--- src/rtl/cpu_pkg.sv ---
// -----------------------------------------------------------------------------
// cpu_pkg
// Shared types and constants for the core's memory-port arbiter.
//   arb_state_t   : arbiter FSM states
//   arb_src_t     : requester identity (instruction fetch or data port)
//   ARB_ERR_RDATA : read data returned with a timeout error response
// -----------------------------------------------------------------------------
package cpu_pkg;

  typedef enum logic [1:0] {
    IDLE     = 2'd0,
    REQ      = 2'd1,
    WAIT_RSP = 2'd2,
    RESP     = 2'd3
  } arb_state_t;

  typedef enum logic {
    SRC_INSTR = 1'b0,
    SRC_DATA  = 1'b1
  } arb_src_t;

  localparam logic [31:0] ARB_ERR_RDATA = 32'h0000_0000;

endpackage

--- src/rtl/rr_arb2.sv ---
// -----------------------------------------------------------------------------
// rr_arb2
// Combinational two-way round-robin pick between the instruction and data
// requesters. On a tie, the source that was not granted last wins.
//   instr_req_i / data_req_i : pending requests
//   last_src_i               : source granted most recently
//   instr_win_o / data_win_o : one-hot winner (both 0 when nothing pending)
// -----------------------------------------------------------------------------
module rr_arb2
  import cpu_pkg::*;
(
  input  logic     instr_req_i,
  input  logic     data_req_i,
  input  arb_src_t last_src_i,
  output logic     instr_win_o,
  output logic     data_win_o
);

  // Winner selection
  always_comb begin
    instr_win_o = 1'b0;
    data_win_o  = 1'b0;
    if (instr_req_i && data_req_i) begin
      if (last_src_i == SRC_INSTR) begin
        data_win_o = 1'b1;
      end else begin
        instr_win_o = 1'b1;
      end
    end else if (instr_req_i) begin
      instr_win_o = 1'b1;
    end else if (data_req_i) begin
      data_win_o = 1'b1;
    end else begin
      instr_win_o = 1'b0;
      data_win_o  = 1'b0;
    end
  end

endmodule

--- src/rtl/mem_port_arbiter.sv ---
// -----------------------------------------------------------------------------
// mem_port_arbiter
// Shares a single-ported memory between the instruction-fetch and data ports.
// One transaction outstanding at a time; round-robin between the requesters;
// the response is routed back to the originator; a cycle counter turns a stuck
// memory into an error response.
//   instr_* : fetch port (req/addr in, gnt/rvalid/err/rdata out)
//   data_*  : data port  (req/we/addr/wdata in, gnt/rvalid/err/rdata out)
//   mem_*   : memory side req/gnt/rvalid handshake
// Only *_gnt_o is combinational; every other output comes from a flop.
// -----------------------------------------------------------------------------
module mem_port_arbiter
  import cpu_pkg::*;
#(
  parameter int unsigned DATA_W  = 32,
  parameter int unsigned TIMEOUT = 255
) (
  input  logic              clk_i,
  input  logic              reset_ni,
  input  logic              instr_req_i,
  input  logic [DATA_W-1:0] instr_addr_i,
  output logic              instr_gnt_o,
  output logic              instr_rvalid_o,
  output logic              instr_err_o,
  output logic [DATA_W-1:0] instr_rdata_o,
  input  logic              data_req_i,
  input  logic              data_we_i,
  input  logic [DATA_W-1:0] data_addr_i,
  input  logic [DATA_W-1:0] data_wdata_i,
  output logic              data_gnt_o,
  output logic              data_rvalid_o,
  output logic              data_err_o,
  output logic [DATA_W-1:0] data_rdata_o,
  output logic              mem_req_o,
  output logic              mem_we_o,
  output logic [DATA_W-1:0] mem_addr_o,
  output logic [DATA_W-1:0] mem_wdata_o,
  input  logic              mem_gnt_i,
  input  logic              mem_rvalid_i,
  input  logic [DATA_W-1:0] mem_rdata_i
);

  localparam int unsigned CNT_W = (TIMEOUT > 32'd0) ? $clog2(TIMEOUT + 32'd1) : 1;

  arb_state_t        state_q, state_d;
  arb_src_t          last_src_q, last_src_d;
  arb_src_t          src_q, src_d;
  logic [DATA_W-1:0] addr_q, addr_d;
  logic [DATA_W-1:0] wdata_q, wdata_d;
  logic              we_q, we_d;
  logic [CNT_W-1:0]  cnt_q, cnt_d;
  logic              mem_req_q, mem_req_d;
  logic              instr_rvalid_q, instr_rvalid_d;
  logic              instr_err_q, instr_err_d;
  logic [DATA_W-1:0] instr_rdata_q, instr_rdata_d;
  logic              data_rvalid_q, data_rvalid_d;
  logic              data_err_q, data_err_d;
  logic [DATA_W-1:0] data_rdata_q, data_rdata_d;

  logic              instr_win_s, data_win_s;
  logic              instr_gnt_s, data_gnt_s;
  logic              timeout_s;
  logic              rsp_valid_s, rsp_err_s;
  logic [DATA_W-1:0] rsp_rdata_s;

  rr_arb2 u_rr_arb2 (
    .instr_req_i (instr_req_i),
    .data_req_i  (data_req_i),
    .last_src_i  (last_src_q),
    .instr_win_o (instr_win_s),
    .data_win_o  (data_win_s)
  );

  // The counter holds the number of cycles already spent in the current
  // wait phase, so this cycle is the TIMEOUT-th one when cnt+1 hits TIMEOUT.
  assign timeout_s = (TIMEOUT != 32'd0) && ((32'(cnt_q) + 32'd1) == 32'(TIMEOUT));

  // Next-state, request capture, timeout counter and response routing
  always_comb begin
    state_d     = state_q;
    last_src_d  = last_src_q;
    src_d       = src_q;
    addr_d      = addr_q;
    we_d        = we_q;
    wdata_d     = wdata_q;
    cnt_d       = cnt_q;
    mem_req_d   = 1'b0;
    instr_gnt_s = 1'b0;
    data_gnt_s  = 1'b0;
    rsp_valid_s = 1'b0;
    rsp_err_s   = 1'b0;
    rsp_rdata_s = '0;

    case (state_q)
      IDLE: begin
        if (instr_win_s || data_win_s) begin
          instr_gnt_s = instr_win_s;
          data_gnt_s  = data_win_s;
          src_d       = data_win_s ? SRC_DATA : SRC_INSTR;
          last_src_d  = data_win_s ? SRC_DATA : SRC_INSTR;
          addr_d      = data_win_s ? data_addr_i : instr_addr_i;
          we_d        = data_win_s & data_we_i;
          wdata_d     = data_win_s ? data_wdata_i : '0;
          cnt_d       = '0;
          mem_req_d   = 1'b1;
          state_d     = REQ;
        end else begin
          state_d = IDLE;
        end
      end
      REQ: begin
        // A grant wins over a timeout landing in the same cycle; an rvalid
        // seen here is ignored because the memory has not accepted yet.
        if (mem_gnt_i) begin
          cnt_d   = '0;
          state_d = WAIT_RSP;
        end else if (timeout_s) begin
          rsp_valid_s = 1'b1;
          rsp_err_s   = 1'b1;
          rsp_rdata_s = DATA_W'(ARB_ERR_RDATA);
          state_d     = RESP;
        end else begin
          cnt_d     = cnt_q + CNT_W'(1);
          mem_req_d = 1'b1;
        end
      end
      WAIT_RSP: begin
        if (mem_rvalid_i) begin
          rsp_valid_s = 1'b1;
          rsp_rdata_s = we_q ? '0 : mem_rdata_i;
          state_d     = RESP;
        end else if (timeout_s) begin
          rsp_valid_s = 1'b1;
          rsp_err_s   = 1'b1;
          rsp_rdata_s = DATA_W'(ARB_ERR_RDATA);
          state_d     = RESP;
        end else begin
          cnt_d = cnt_q + CNT_W'(1);
        end
      end
      RESP: begin
        state_d = IDLE;
      end
      default: begin
        state_d = IDLE;
      end
    endcase

    // Response outputs are only non-zero in the single RESP cycle.
    instr_rvalid_d = rsp_valid_s && (src_q == SRC_INSTR);
    instr_err_d    = rsp_err_s && (src_q == SRC_INSTR);
    instr_rdata_d  = (rsp_valid_s && (src_q == SRC_INSTR)) ? rsp_rdata_s : '0;
    data_rvalid_d  = rsp_valid_s && (src_q == SRC_DATA);
    data_err_d     = rsp_err_s && (src_q == SRC_DATA);
    data_rdata_d   = (rsp_valid_s && (src_q == SRC_DATA)) ? rsp_rdata_s : '0;
  end

  // State, request and response registers
  always_ff @(posedge clk_i or negedge reset_ni) begin
    if (!reset_ni) begin
      state_q        <= IDLE;
      last_src_q     <= SRC_INSTR;
      src_q          <= SRC_INSTR;
      addr_q         <= '0;
      we_q           <= 1'b0;
      wdata_q        <= '0;
      cnt_q          <= '0;
      mem_req_q      <= 1'b0;
      instr_rvalid_q <= 1'b0;
      instr_err_q    <= 1'b0;
      instr_rdata_q  <= '0;
      data_rvalid_q  <= 1'b0;
      data_err_q     <= 1'b0;
      data_rdata_q   <= '0;
    end else begin
      state_q        <= state_d;
      last_src_q     <= last_src_d;
      src_q          <= src_d;
      addr_q         <= addr_d;
      we_q           <= we_d;
      wdata_q        <= wdata_d;
      cnt_q          <= cnt_d;
      mem_req_q      <= mem_req_d;
      instr_rvalid_q <= instr_rvalid_d;
      instr_err_q    <= instr_err_d;
      instr_rdata_q  <= instr_rdata_d;
      data_rvalid_q  <= data_rvalid_d;
      data_err_q     <= data_err_d;
      data_rdata_q   <= data_rdata_d;
    end
  end

  // Grants are held low while reset is asserted even if requests are high.
  assign instr_gnt_o    = instr_gnt_s & reset_ni;
  assign data_gnt_o     = data_gnt_s & reset_ni;
  assign instr_rvalid_o = instr_rvalid_q;
  assign instr_err_o    = instr_err_q;
  assign instr_rdata_o  = instr_rdata_q;
  assign data_rvalid_o  = data_rvalid_q;
  assign data_err_o     = data_err_q;
  assign data_rdata_o   = data_rdata_q;
  assign mem_req_o      = mem_req_q;
  assign mem_we_o       = we_q;
  assign mem_addr_o     = addr_q;
  assign mem_wdata_o    = wdata_q;

endmodule

--- config.mk ---
export PLATFORM = sky130hd
export DESIGN_NAME = mem_port_arbiter
export DESIGN_NICKNAME = d
export VERILOG_FILES = /design/src/rtl/cpu_pkg.sv /design/src/rtl/rr_arb2.sv /design/src/rtl/mem_port_arbiter.sv
export SDC_FILE = /design/constraint.sdc
export NUM_CORES = 1
export LEC_CHECK = 0
export ABC_AREA = 1
export CORE_ASPECT_RATIO = 1.5
export CORE_MARGIN = 3
export CORE_UTILIZATION = 41
export CTS_CLUSTER_DIAMETER = 30
export DETAILED_ROUTE_END_ITERATION = 10
export PLACE_DENSITY = 0.83
export SKIP_CTS_REPAIR_TIMING = 1
export SLEW_MARGIN = 40
export SYNTH_ARGS = -nofsm -noshare
export SYNTH_HDL_FRONTEND = slang
export SYNTH_HIERARCHICAL = 1
export SYNTH_SLANG_ARGS = --single-unit
--- constraint.sdc ---
create_clock -name clk_i -period 2.1 [get_ports clk_i]
set_clock_uncertainty 0.1 [all_clocks]
set_input_delay 0.63 -clock clk_i [delete_from_list [all_inputs] [get_ports clk_i]]
set_output_delay 0.63 -clock clk_i [all_outputs]
set_load 0.02 [all_outputs]
==> metrics.txt, run 1 <==
chip height 152 µm; I/O Pins 271; CP startpoint kind register; number of global-route vias before repair approximately 5300; drc violations 0; worst-skew pair later-pin latency 0.41 ns; kind of critical path reg2out; register bit total from synthesis 145; Final Slew Violations 0; CP max stage cell dfrtp_1; DRT Pass-1 Iters 7; P&R area growth vs syn 69.0%; FILL cells 962; gr ovfl total 0; Buffers & Inverters on Critical Path 2; Starting DRT DRC Count 222; Crit. End Element output pin; crit-path leading delay family flip-flops; CP Max Fanout 3; total CTS buffers 17; Setup WS pre-CTS -0.797 ns; Synth Cell Area 0.00585 mm²; met1 WL 5880 µm; worst hold slack 0.238 ns; Tmin final 2.08 ns; Worst-path clk slew 0.06 ns; post-synthesis instance total approximately 650; syn avg cell area approximately 9 µm²; met3 wire length 1170 µm; sequential area share after synthesis 62.0%; GP Congestion 0.837; global-route wire length before repair 26300 µm; I/O Buffers 270; P_leak 6.30 nW; CP required 1.37 ns; PwrDens about 1100 mW/mm²; number of synthesis warnings 6; Final Setup Violations 0; share of cells above drive strength 1 10.3%; status finished clean; Total Routed Length 16700 µm; final worst path period share between 90% and 100%; Hold/Removal Path Class in2async; final worst slack 0.0176 ns; Clock Path Buffers 2; final core utilization 72.0%; WL/cell 14.7 µm; Post-Synthesis Net Count 790; endpoints failing hold 0; largest net degree at the start of global routing 96; Distinct cells, synth 24; H-tree depth 4; routed length on met2 9230 µm; Routed Antenna Nets 0; CTS root buf clkbuf_16; unrepaired setup endpoints after global routing yes; Peak Freq 0.480 GHz; initial antenna violation count 0; Total GRT Usage 20.9%; Worst Max-Slew Pin Slew 0.663 ns; max_slew headroom 55.8%; post-DP HPWL 12100 µm; core area 0.0137 mm²; drt via density 4.65; initial core utilization a little over two fifths; Rows 52; CP Cell Sequence inv_2, ha_4, nand2_2, nor2_4, buf_6; Vias 5287; Antenna diodes 0; worst path arrival time 1.35 ns; Clock Sink Count 145; top sig layer met4; Die Area 0.0158 mm²; number of nets in the layout 1075; Max VDD drop 0.000715 V; Critical Path Max Stage Delay 0.39 ns; TritonCTS clock tree built; max_cap viols 0; die width just over 100 µm
[metrics by stage]
step,power (mW),TNS (ns),cell area [µm²],instances
floorplan,5.95,0,5850,649
global route,11.7,-0.153,9890,1136
detailed placement,8.16,-32.24,8910,1103
global placement,8.05,-27.77,8910,1103
finish,11.0,0,9890,1136
CTS,11.2,-7.11,9500,1135
[cells in the mapped netlist]
cell type	number	area, µm²
nand2_2	1	6.26
buf_4	1	7.51
nor3b_2	1	12.5
o21ai_1	1	5.00
nand2_4	2	22.5
o31ai_1	1	7.51
o21ai_0	71	355
o21ai_4	1	16.3
o22ai_1	3	18.8
nor3_1	1	5.00
inv_1	59	221
nor2_1	72	270
clkbuf_1	25	93.8
nand3_1	42	210
inv_2	1	3.75
nand4_1	2	12.5
nor2_2	4	25.0
nand3_2	2	20.0
dfrtp_1	145	3630
a21oi_1	3	15.0
nand2_1	196	736
buf_6	6	67.6
ha_1	6	75.1
buf_2	3	15.0
[worst register-to-register path, stage by stage, from the launching register on]
cell and delay (ns):
dfrtp_1 0.38, ha_2 0.24, nand3_1 0.12, o21ai_1 0.14, nand2_1 0.09, nor2_1 0.17
nand3_2 0.13, o21ai_4 0.12, nand2_4 0.10, buf_4 0.18, nor2_1 0.11
[metal layers]
metal | global-route usage (%) | vias up
met2 | 38.6 | 213
met4 | 8.05 | 0
li1 | - | 2591
met3 | 6.36 | 31
met1 | 22.2 | 2452
met5 | 0 | -
[power breakdown]
part | internal [mW] | switching [mW] | total (mW) | leakage, nW
Combinational | 1.84 | 2.46 | 4.30 | 4.10
Clock | 1.69 | 1.28 | 2.97 | 0.283
Sequential | 3.42 | 0.334 | 3.76 | 1.92
Total | 6.95 | 4.07 | 11.0 | 6.30
[cells in the final DEF, fill, tap and decap left out, drive strengths merged]
cell           netlist  final
a21oi                3      3
inv                 60     67
buf                 10     34
o22ai                3      3
clkdlybuf4s50        0    143
ha                   6      6
o31ai                1      1
clkinv               0      5
bufinv               0      1
nor2                76     76
nand4                2      2
dlymetal6s2s         0    124
nand3               44     44
nor3b                1      1
o21ai               73     73
nand2              199    199
nor3                 1      1
clkbuf              25     17
clkinvlp             0      2
dfrtp              145    145
[final cells by class]
type / count / area, µm² / area share (%)
timing repair buffer: 301 / 3330 / 33.6
tap: 189 / 236 / 2.39
inverter: 60 / 225 / 2.28
multi-input combinational: 409 / 1880 / 19.0
clock buffer: 17 / 425 / 4.30
clock inverter: 15 / 168 / 1.70
sequential: 145 / 3630 / 36.7
[cell families (layout without fill, tap and decap cells)]
family	Yosys count	in the layout	synth area share (%)
buffers and inverters	95	393	6.99
adder cells (fa/ha/maj)	6	6	1.28
AO/OA/AOI/OAI	80	80	7.14
flip-flops	145	145	62.0
AND/OR/NAND/NOR	323	323	22.6
[registers in the layout (all words and copies together), names as in the netlist, 2 cells and up]
| signal | cells |
|---|---|
| cnt_q | 8 |
| data_rdata_o | 32 |
| mem_wdata_o | 32 |
| state_q | 2 |
| mem_addr_o | 32 |
| instr_rdata_o | 32 |
[worst paths after layout]
path / startpoint / end / slack (ns) / cells after the start
setup / recovery: state_q[1]$_DFF_PN0_ / data_gnt_o / 0.02 / 5
hold / removal: reset_ni / instr_rdata_o[24]$_DFF_PN0_ / 0.24 / 2
setup reg to reg: cnt_q[0]$_DFFE_PN0P_ / data_rdata_o[26]$_DFF_PN0_ / 0.16 / 10
hold reg to reg: mem_wdata_o[3]$_DFFE_PN0P_ / mem_wdata_o[3]$_DFFE_PN0P_ / 0.36 / 2
max in group asynchronous: reset_ni / cnt_q[5]$_DFFE_PN0P_ / 0.72 / 3
min in group clk_i: mem_wdata_o[3]$_DFFE_PN0P_ / mem_wdata_o[3]$_DFFE_PN0P_ / 0.36 / 2
Note: power is estimated with default switching activity, not from simulation.
==> inputs of run 2 (changes only) <==
Settings changed: CTS_CLUSTER_DIAMETER 30 to 60, SLEW_MARGIN 40 to default.
==> results of run 2 <==
No change in the layout: final DEF, timing and power equal those of run 1.
